`src/rtl/rs232_ser.sv`:
```
// rs232_ser: 8N1 UART transmit serializer fed from a non-show-ahead TX FIFO.
// The FSM state type is in a small package so that it can be named from outside the module.

package rs232_ser_pkg;
  typedef enum logic [2:0] {
    S_IDLE  = 3'd0,
    S_REQ   = 3'd1,
    S_LOAD  = 3'd2,
    S_START = 3'd3,
    S_SHIFT = 3'd4,
    S_STOP  = 3'd5
  } state_t;
endpackage

module rs232_ser
  import rs232_ser_pkg::*;
#(
  parameter int unsigned P_CLK_FREQ_HZ = 100000000,
  parameter int unsigned P_BAUD_RATE   = 9600
) (
  input  logic       clk,
  input  logic       rst_n,
  input  logic [7:0] tx_fifo_data,
  input  logic       tx_fifo_empty,
  output logic       tx_fifo_rd_en,
  output logic       tx,
  output logic       tx_busy
);

  // Clock cycles per bit. The design relies on this being at least 4.
  localparam int unsigned BIT_CYCLES = P_CLK_FREQ_HZ / P_BAUD_RATE;
  localparam int unsigned CNT_W      = $clog2(BIT_CYCLES + 1);
  localparam logic [CNT_W-1:0] BIT_LAST = CNT_W'(BIT_CYCLES - 1);

  state_t           state;
  logic [7:0]       shreg;
  logic [CNT_W-1:0] bit_cnt;
  logic [2:0]       shift_cnt;
  logic             bit_last;

  // Last cycle of the current bit period
  assign bit_last = (bit_cnt == BIT_LAST);

  // Frame sequencer: FIFO handshake, bit timing and line driver
  always_ff @(posedge clk) begin
    if (!rst_n) begin
      state         <= S_IDLE;
      tx            <= 1'b1;
      tx_fifo_rd_en <= 1'b0;
      tx_busy       <= 1'b0;
      shreg         <= 8'h00;
      bit_cnt       <= '0;
      shift_cnt     <= 3'd0;
    end else begin
      case (state)
        S_IDLE: begin
          tx            <= 1'b1;
          tx_fifo_rd_en <= 1'b0;
          if (!tx_fifo_empty) begin
            tx_fifo_rd_en <= 1'b1;
            tx_busy       <= 1'b1;
            state         <= S_REQ;
          end
        end
        // FIFO performs its read during this cycle
        S_REQ: begin
          tx_fifo_rd_en <= 1'b0;
          state         <= S_LOAD;
        end
        // Single capture point of the byte; start bit begins here
        S_LOAD: begin
          shreg   <= tx_fifo_data;
          tx      <= 1'b0;
          bit_cnt <= '0;
          state   <= S_START;
        end
        S_START: begin
          if (bit_last) begin
            tx        <= shreg[0];
            shreg     <= {1'b0, shreg[7:1]};
            shift_cnt <= 3'd0;
            bit_cnt   <= '0;
            state     <= S_SHIFT;
          end else begin
            bit_cnt <= bit_cnt + CNT_W'(1);
          end
        end
        // shift_cnt holds the index of the data bit currently on the line
        S_SHIFT: begin
          if (bit_last) begin
            bit_cnt <= '0;
            if (shift_cnt != 3'd7) begin
              tx        <= shreg[0];
              shreg     <= {1'b0, shreg[7:1]};
              shift_cnt <= shift_cnt + 3'd1;
            end else begin
              tx    <= 1'b1;
              state <= S_STOP;
            end
          end else begin
            bit_cnt <= bit_cnt + CNT_W'(1);
          end
        end
        S_STOP: begin
          if (bit_last) begin
            tx_busy <= 1'b0;
            bit_cnt <= '0;
            state   <= S_IDLE;
          end else begin
            bit_cnt <= bit_cnt + CNT_W'(1);
          end
        end
        // Unused state codes: drop the frame and return the line to idle
        default: begin
          state         <= S_IDLE;
          tx            <= 1'b1;
          tx_fifo_rd_en <= 1'b0;
          tx_busy       <= 1'b0;
          bit_cnt       <= '0;
          shift_cnt     <= 3'd0;
        end
      endcase
    end
  end

endmodule

```
`config.mk`:
```
export PLATFORM = sky130hd
export DESIGN_NAME = rs232_ser
export DESIGN_NICKNAME = d
export VERILOG_FILES = /design/src/rtl/rs232_ser.sv
export SDC_FILE = /design/constraint.sdc
export NUM_CORES = 1
export LEC_CHECK = 0
export BUFFER_PORTS_ARGS = -buffer_cell sky130_fd_sc_hd__buf_4
export CAP_MARGIN = 20
export CORE_MARGIN = 2
export CORE_UTILIZATION = 55
export CTS_CLUSTER_SIZE = 14
export DETAILED_ROUTE_END_ITERATION = 8
export GPL_ROUTABILITY_DRIVEN = 0
export PLACE_DENSITY = 0.74
export SLEW_MARGIN = 20
export SYNTH_ARGS = -nofsm -noshare
export SYNTH_HDL_FRONTEND = slang
export SYNTH_SLANG_ARGS = --single-unit
```
`constraint.sdc`:
```
create_clock -name clk -period 4.3 [get_ports clk]
set_clock_uncertainty 0.15 [all_clocks]
set_input_delay 0.86 -clock clk [delete_from_list [all_inputs] [get_ports clk]]
set_output_delay 0.86 -clock clk [all_outputs]
set_load 0.05 [all_outputs]
```
==> impl_results.md, run 1 <==
- Largest net degree at the start of global routing: 26
- Initial Util: 56.7%
- DRC Markers: 0
- Clock Path Buffers: 2
- Area of the multi-input gates: 1000 sq um
- All-layer global routing usage: 21.7%
- Fin nets: 221
- CP Cell Sequence: nand3b_1 -> nand2_1 -> a21oi_1 -> nor3_1
- Dpl hpwl: 2380 um
- Worst-Margin Slew: 0.968 ns
- Vias per Instance: 6.27
- Ports: 14
- I/O Buffers: 13
- Internal power: 0.383 mW
- Post-Route WL: 3480 um
- Critical Path Sink Type: register
- Number of flops mapped to enable cells by yosys: 0
- Ant diodes: 0
- Worst hold path class: reg -> reg
- Detail Route Antenna Nets: 0
- Share of cells above drive strength 1: 14.1%
- Clock network power share: 28.9%
- Flops & latches, synth: 31
- Register area: 621 sq um
- Die area: 3530 sq um
- Post-synth top area share: 36.7%
- Async SR Flop Fraction: 0%
- Critical-path maximum fanout: 22
- Setup violators final: 0
- DR pass1 iterations: 5
- Power density over the cells: 291 nW/um^2
- Crit path time final: 2.48 ns
- RSZ-0062 raised after global routing: no
- Setup_tns: 0 ns
- Post-placement cell count: 233
- CP delay by family, top: compound AO/OA/AOI/OAI gates
- Grt ovf: 0
- Peak VDD IR: 0.136 mV
- Clock latency on the worst-skew pair: 0.33 ns
- Crit path buf inv count: 0
- Die Y: 59.4 um
- Yosys top cell by area: dfxtp_1
- FILL cells: 263
- Fmax: 0.403 GHz
- Initial DRC Count: 94
- Number of CTS-inserted buffers: 5
- Die Wd: 59.4 um
- Post-CTS setup buffers: 0
- FF-to-FF setup slack: 1.82 ns
- Sequential area share after synthesis: 36.7%
- H-Tree Depth: 2
- Net Switching: 0.145 mW
- CTS Sinks: 31
- Vias in the first global route: 1289
- Slowest-stage cell, CP: a21oi_1
- CTS Hold Buffers Added: 0
- Synth warnings: 0
- Avg Cell Area, Syn: 8.40 sq um
- Fin crit share: 57.7%
- Most frequent cells after synthesis: dfxtp_1 (31), a21oi_1 (17), nor3_1 (13)
- LEAKAGE: 0.661 nW
- Cell Rows: 20
- Relative slew slack: 35.3%
- Power share of the combinational group: 12.6%
- Area Overhead vs Synth: 7.26%
- WP data arrival: 2.52 ns
- Ranking of synthesized cells by area: dfxtp_1 (37%), a21oi_1 (5.0%), mux2_2 (4.7%)
- Number of antenna violations at the first check in global routing: 0
- Reg clk slew, reported paths: 0.09 ns
- Synth cell types: 44
- Max-slew violation count: 0
- Maxcap violations: 0
- Startpoint Class: register
- Largest stage delay, worst path: 0.73 ns
- Status: completed
- Total number of vias: 1499
- Synth Net Count: 215
- Global-route wire length before repair: 5780 um
- Critical Path RT: 4.34 ns
- Seq pwr share: 58.5%
- Non-filler cells, final: 239
- Final Hold Viols: 0
- CP Class: reg -> reg
- Switching part of the total power: 27.4%
- Core ar.: 2980 sq um
- Post-Synthesis Cell Area: 1690 sq um
- CTS tree: built
- Avg WL per Cell: 14.6 um
- CTS-repair resized insts: 0
- Most frequent cell after synthesis: dfxtp_1
- Primary FF master, synth: dfxtp_1
- Mapped Cells: 201
- Clk root buf: clkbuf_4
-- logic make-up after synthesis --
| kind of cell | count (synthesis) | synth area share, % |
|---|---|---|
| AO/OA/AOI/OAI | 46 | 16.4 |
| XOR/XNOR | 9 | 4.67 |
| adder cells (fa/ha/maj) | 3 | 2.22 |
| buffers and inverters | 17 | 4.07 |
| flip-flops | 31 | 36.7 |
| multiplexers | 10 | 6.44 |
| AND/OR/NAND/NOR | 85 | 29.4 |
-- layout by cell type, fill, tap and decap left out, types with 6 or more instances in the layout --
cell type	synthesis	routed
xnor2_1	6	6
nor2_1	6	6
a21oi_1	17	17
and2_1	8	8
nand3_1	12	12
nand2_1	11	11
nand4_1	6	6
nor3_1	13	13
dfxtp_1	31	31
mux2_2	7	7
buf_4	0	13
o21ai_0	12	12
-- power groups by stage --
stage          combinational (mW)  sequential [mW]  clock [mW]
5_1_grt                    0.0722            0.311       0.172
6_report                   0.0664            0.309       0.152
2_1_floorplan              0.0486            0.315           0
3_5_place_dp               0.0662            0.315           0
3_3_place_gp               0.0647            0.314           0
4_1_cts                    0.0663            0.309       0.157
-- worst min-delay path: cells and delay by family (launching register included) --
| kind | cells | cell delay, ns |
|---|---|---|
| and+or+nand+nor | 1 | 0.05 |
| DFF | 1 | 0.33 |
| muxes | 1 | 0.05 |
-- path summary, 6_finish.rpt --
kind                              startpoint           end  cells after the start
worst max-delay path                state[2]    bit_cnt[5]                      4
worst min-delay path            shift_cnt[2]  shift_cnt[2]                      2
worst max register to register      state[2]    bit_cnt[5]                      4
worst min register to register  shift_cnt[2]  shift_cnt[2]                      2
-- registers in the layout, summed over array words and instances, names as in the netlist --
name / cells
tx: 1
bit_cnt: 14
shreg: 8
tx_busy: 1
shift_cnt: 3
tx_fifo_rd_en: 1
state: 3
-- through the flow --
| step | utilization, % | instance area (sq um) | setup slack (ns) | hold WS (ns) | power [mW] |
|---|---|---|---|---|---|
| 6_report | 60.8 | 1810 | 1.82 | 0.316 | 0.527 |
| 5_1_grt | 60.8 | 1810 | 1.44 | 0.346 | 0.555 |
| 4_1_cts | 60.8 | 1810 | 1.82 | 0.319 | 0.532 |
| 3_5_place_dp | 59.5 | 1770 | 1.83 | 0.306 | 0.381 |
| 3_3_place_gp | 59.5 | 1770 | 1.93 | 0.296 | 0.379 |
| 2_1_floorplan | - | 1690 | 2.29 | 0.282 | 0.363 |
-- cell type report --
class | instances | area share (%)
clock buffers | 6 | 2.28
multi-input cells | 153 | 55.2
inverters | 3 | 0.622
repair buffers | 13 | 5.39
flip-flops and latches | 31 | 34.3
well taps | 33 | 2.28
-- layer usage --
metal | global-route usage (%) | vias up | routed length [um]
met4 | 9.42 | 0 | 70
met5 | 0 | - | 0
li1 | - | 750 | -
met1 | 29.1 | 702 | 1610
met2 | 31.1 | 39 | 1620
met3 | 7.64 | 8 | 183
Power figures use the tool's default switching activity.
==> run 2, diff against run 1 <==
--- a/config.mk
+++ b/config.mk
@@ -8,11 +8,11 @@
 export BUFFER_PORTS_ARGS = -buffer_cell sky130_fd_sc_hd__buf_4
 export CAP_MARGIN = 20
 export CORE_MARGIN = 2
-export CORE_UTILIZATION = 55
+export CORE_UTILIZATION = 53
 export CTS_CLUSTER_SIZE = 14
 export DETAILED_ROUTE_END_ITERATION = 8
 export GPL_ROUTABILITY_DRIVEN = 0
-export PLACE_DENSITY = 0.74
+export PLACE_DENSITY = 0.75
 export SLEW_MARGIN = 20
 export SYNTH_ARGS = -nofsm -noshare
 export SYNTH_HDL_FRONTEND = slang
==> constraint.sdc (replaced) <==
create_clock -name clk -period 2.1 [get_ports clk]
set_clock_uncertainty 0.15 [all_clocks]
set_input_delay 0.42 -clock clk [delete_from_list [all_inputs] [get_ports clk]]
set_output_delay 0.42 -clock clk [all_outputs]
set_load 0.05 [all_outputs]
==> impl_results.md, run 2 (synthesized netlist as in run 1, its figures left out) <==
- Reg clk slew, reported paths: 0.11 ns
- CTS-repair resized insts: 0
- Power density over the cells: 653 nW/um^2
- RSZ-0062 raised after global routing: no
- Critical-path maximum fanout: 7
- Initial DRC Count: 132
- All-layer global routing usage: 22.2%
- Vias per Instance: 5.86
- Grt ovf: 0
- Largest net degree at the start of global routing: 20
- Min Hold Slack: 0.197 ns
- FF-to-FF setup slack: 0.13 ns
- Largest Register: bit_cnt
- Most frequent cells in the layout: dfxtp_1 (30), buf_4 (27), a21oi_1 (17), nor3_1 (13)
- Number of CTS-inserted buffers: 5
- Final Hold Viols: 0
- Final Worst Setup Slack: 0.133 ns
- Total number of vias: 1558
- Die Y: 60.5 um
- Crit path time final: 1.97 ns
- Fmax: 0.508 GHz
- Setup_tns: 0 ns
- Cell Rows: 20
- Critical Path RT: 2.19 ns
- Critical Path Sink Type: register
- CTS tree: built
- Largest registers: bit_cnt (14), shreg (8)
- H-Tree Depth: 2
- Clock Path Buffers: 2
- FILL cells: 274
- I/O Buffers: 13
- Number of antenna violations at the first check in global routing: 0
- Clock latency on the worst-skew pair: 0.34 ns
- LEAKAGE: 0.753 nW
- Ant diodes: 0
- Fin crit share: 93.7%
- FF-to-FF End: shreg[4]
- Startpoint Class: register
- Hold path cells: 3
- Worst hold path class: in -> reg
- Core Util, Final: 64.8%
- Commonest non-fill, non-tap cell in the layout: dfxtp_1
- DRC Markers: 0
- Ports: 14
- Pre-CTS worst setup slack: 0.146 ns
- Setup violators final: 0
- Core ar.: 3050 sq um
- Die area: 3650 sq um
- Max-slew violation count: 0
- Post-CTS setup buffers: 0
- Die Wd: 60.5 um
- DR pass1 iterations: 5
- Register area: 622 sq um
- Fin nets: 235
- Initial Util: 55.3%
- Clk root buf: clkbuf_4
- Worst reg-to-reg path cell count: 4
- Hold endpoint: shreg[7]
- Vias in the first global route: 1407
- Beginning of the worst hold path: tx_fifo_data[7]
- Status: completed
- Detail Route Antenna Nets: 0
- Max reg flops: 14
- Relative slew slack: 62.7%
- Worst-Margin Slew: 0.559 ns
- Tot Pwr: 1.29 mW
- Global-route wire length before repair: 6070 um
- Dpl hpwl: 2610 um
- Maxcap violations: 0
- Area Overhead vs Synth: 17.0%
- CTS Hold Buffers Added: 0
- WP data arrival: 2.05 ns
- Area of the multi-input gates: 1000 sq um
- CTS Sinks: 31
- RR Startpoint: state[2]
- Share of cells above drive strength 1: 21.2%
- Peak VDD IR: 0.425 mV
- Post-Route WL: 3730 um
- CP Class: reg -> reg
- Avg WL per Cell: 14.0 um
==> run 2: changes by cell type in the layout (fill, tap and decap cells not counted) <==
cell       change
buf_4         +14
bufinv_16      +1
clkbuf_1       -1
clkbuf_8       +1
clkinv_2       +1
dfxtp_1        -1
dfxtp_2        +1
==> run 2: worst max path at each step <==
stage	cells past startpoint	from	to
6_report	4	state[2]	shreg[4]
4_1_cts	4	bit_cnt[6]	bit_cnt[13]
2_1_floorplan	7	state[0]	shreg[0]
3_5_place_dp	4	bit_cnt[6]	bit_cnt[13]
5_1_grt	4	bit_cnt[7]	bit_cnt[13]
3_3_place_gp	4	bit_cnt[6]	bit_cnt[13]
==> run 2: cell type report <==
type / instances / area share, %
Multi-Input combinational cell: 153 / 50.6
Sequential cell: 31 / 31.5
Timing Repair Buffer: 27 / 10.3
Tap cell: 44 / 2.78
Clock buffer: 6 / 2.59
Clock inverter: 2 / 1.77
Inverter: 3 / 0.570
==> run 2: metal layers <==
metal / vias up / global-route usage (%) / part of all wire [%]
li1: 780 / - / -
met1: 737 / 25.6 / 45
met2: 35 / 38.7 / 50
met3: 6 / 5.97 / 3.7
met4: 0 / 9.32 / 1.4
met5: - / 0 / 0
==> run 2: where the power goes <==
group          total [mW]  leakage [nW]  switching [mW]  internal, mW
Sequential          0.620         0.252          0.0132         0.607
Combinational       0.170         0.453          0.0943        0.0754
Clock               0.502        0.0482           0.220         0.281
==> run 2: worst max-delay path: stages (launching register included) <==
cell	delay (ns)
dfxtp_1	0.43
or3b_2	0.47
nand2_1	0.14
a21o_1	0.30
mux2_2	0.37
==> run 2: metrics by stage <==
stage	cell area [sq um]	cells
floorplan	1690	201
global placement	1890	258
detailed placement	1890	258
CTS	1980	266
global route	1980	266
finish	1980	266
==> run 3, diff against run 2 <==
--- a/config.mk
+++ b/config.mk
@@ -7,12 +7,14 @@
 export LEC_CHECK = 0
 export BUFFER_PORTS_ARGS = -buffer_cell sky130_fd_sc_hd__buf_4
 export CAP_MARGIN = 20
+export CELL_PAD_IN_SITES_DETAIL_PLACEMENT = 1
+export CELL_PAD_IN_SITES_GLOBAL_PLACEMENT = 1
 export CORE_MARGIN = 2
-export CORE_UTILIZATION = 53
+export CORE_UTILIZATION = 40
 export CTS_CLUSTER_SIZE = 14
 export DETAILED_ROUTE_END_ITERATION = 8
 export GPL_ROUTABILITY_DRIVEN = 0
-export PLACE_DENSITY = 0.75
+export PLACE_DENSITY_LB_ADDON = 0.1
 export SLEW_MARGIN = 20
 export SYNTH_ARGS = -nofsm -noshare
 export SYNTH_HDL_FRONTEND = slang
==> impl_results.md, run 3 (synthesized netlist as in run 1, its figures left out) <==
- Clock latency on the worst-skew pair: 0.28 ns
- DR pass1 iterations: 4
- Cell Rows: 23
- Most frequent cells in the layout: dfxtp_1 (31), buf_4 (31), a21oi_1 (16), nor3_1 (13)
- Grt ovf: 0
- Vias per Instance: 5.74
- Critical Path RT: 2.11 ns
- Ant diodes: 0
- Total number of vias: 1585
- Fin nets: 239
- Largest net degree at the start of global routing: 19
- Core ar.: 4030 sq um
- Die Y: 69.0 um
- LEAKAGE: 0.774 nW
- Number of CTS-inserted buffers: 5
- Peak VDD IR: 0.256 mV
- Ports: 14
- Worst hold path class: in -> reg
- Vias in the first global route: 1482
- I/O Buffers: 13
- Detail Route Antenna Nets: 0
- Relative slew slack: 63.3%
- Reg clk slew, reported paths: 0.07 ns
- CTS Hold Buffers Added: 0
- RSZ-0062 raised after global routing: no
- FILL cells: 499
- Area Overhead vs Synth: 20.3%
- CTS tree: built
- H-Tree Depth: 2
- CP Class: reg -> reg
- Max reg flops: 14
- Largest Register: bit_cnt
- Min Hold Slack: 0.281 ns
- CTS Sinks: 31
- Status: completed
- Dpl hpwl: 3260 um
- Post-Route WL: 4390 um
- Worst-Margin Slew: 0.550 ns
- Setup_tns: 0 ns
- Number of antenna violations at the first check in global routing: 0
- Critical Path Sink Type: register
- Power density over the cells: 647 nW/um^2
- DRC Markers: 0
- Maxcap violations: 0
- Max-slew violation count: 0
- Critical-path maximum fanout: 7
- Share of cells above drive strength 1: 22.6%
- Setup violators final: 0
- Fmax: 0.501 GHz
- Pre-CTS worst setup slack: 0.107 ns
- Initial Util: 41.9%
- Startpoint Class: register
- Crit path time final: 2.00 ns
- Final Worst Setup Slack: 0.104 ns
- Die area: 4760 sq um
- Fin crit share: 95.0%
- Clk root buf: clkbuf_8
- Global-route wire length before repair: 7000 um
- Initial DRC Count: 69
- All-layer global routing usage: 20.1%
- Final Hold Viols: 0
- Die Wd: 69.0 um
- Avg WL per Cell: 15.9 um
- Clock Path Buffers: 2
- Largest registers: bit_cnt (14), shreg (8)
- WP data arrival: 2.01 ns
[run 3: cell types whose count changed in the layout (fill, tap and decap cells not counted), sizes merged]
cell    before  now
clkbuf       6    8
buf         27   31
bufinv       1    0
clkinv       1    0
[run 3: power by group]
part | switching (mW) | internal [mW] | total, mW
clock | 0.216 | 0.299 | 0.515
sequential | 0.0134 | 0.607 | 0.621
combinational | 0.101 | 0.0775 | 0.179
total | 0.331 | 0.984 | 1.31
[run 3: worst paths after layout]
path	slack, ns	cells past startpoint	startpoint	endpoint
hold / removal	0.28	3	tx_fifo_data[7]	shreg[7]
setup reg to reg	0.10	5	bit_cnt[0]	shreg[2]
hold reg to reg	0.33	2	shift_cnt[1]	shift_cnt[1]
setup / recovery	0.10	5	bit_cnt[0]	shreg[2]
[run 3: layout make-up]
class	count	area (sq um)	share of cell area [%]
timing repair buffer	31	233	11.5
inverter	3	11.3	0.554
sequential	31	621	30.5
multi-input combinational	153	1000	49.4
clock buffer	8	100	4.93
tap	50	62.6	3.08
[run 3: layer usage]
layer	up-vias	wire length [um]	global-route usage, %
met5	-	0	0
li1	787	-	-
met2	32	2260	35.8
met4	0	38	6.37
met1	759	1960	23.8
met3	7	129	4.38
[run 3: critical path, cell delays in order (launching register included)]
cell	delay [ns]
dfxtp_1	0.40
ha_1	0.21
and3_1	0.19
nand4_1	0.26
a21o_2	0.37
mux2_2	0.30
[run 3: what timing repair did]
action	CTS	global route
setup buffers	0	1
gates resized for setup	0	2
endpoints found under the setup margin	0	7
[run 3: through the flow]
stage	area [sq um]	power (mW)	instances	utilization, %
global route	2030	1.37	276	50.4
finish	2030	1.31	276	50.4
global placement	1920	0.802	267	47.6
CTS	2020	1.33	275	50.1
detailed placement	1920	0.812	267	47.6
floorplan	1690	0.744	201	-
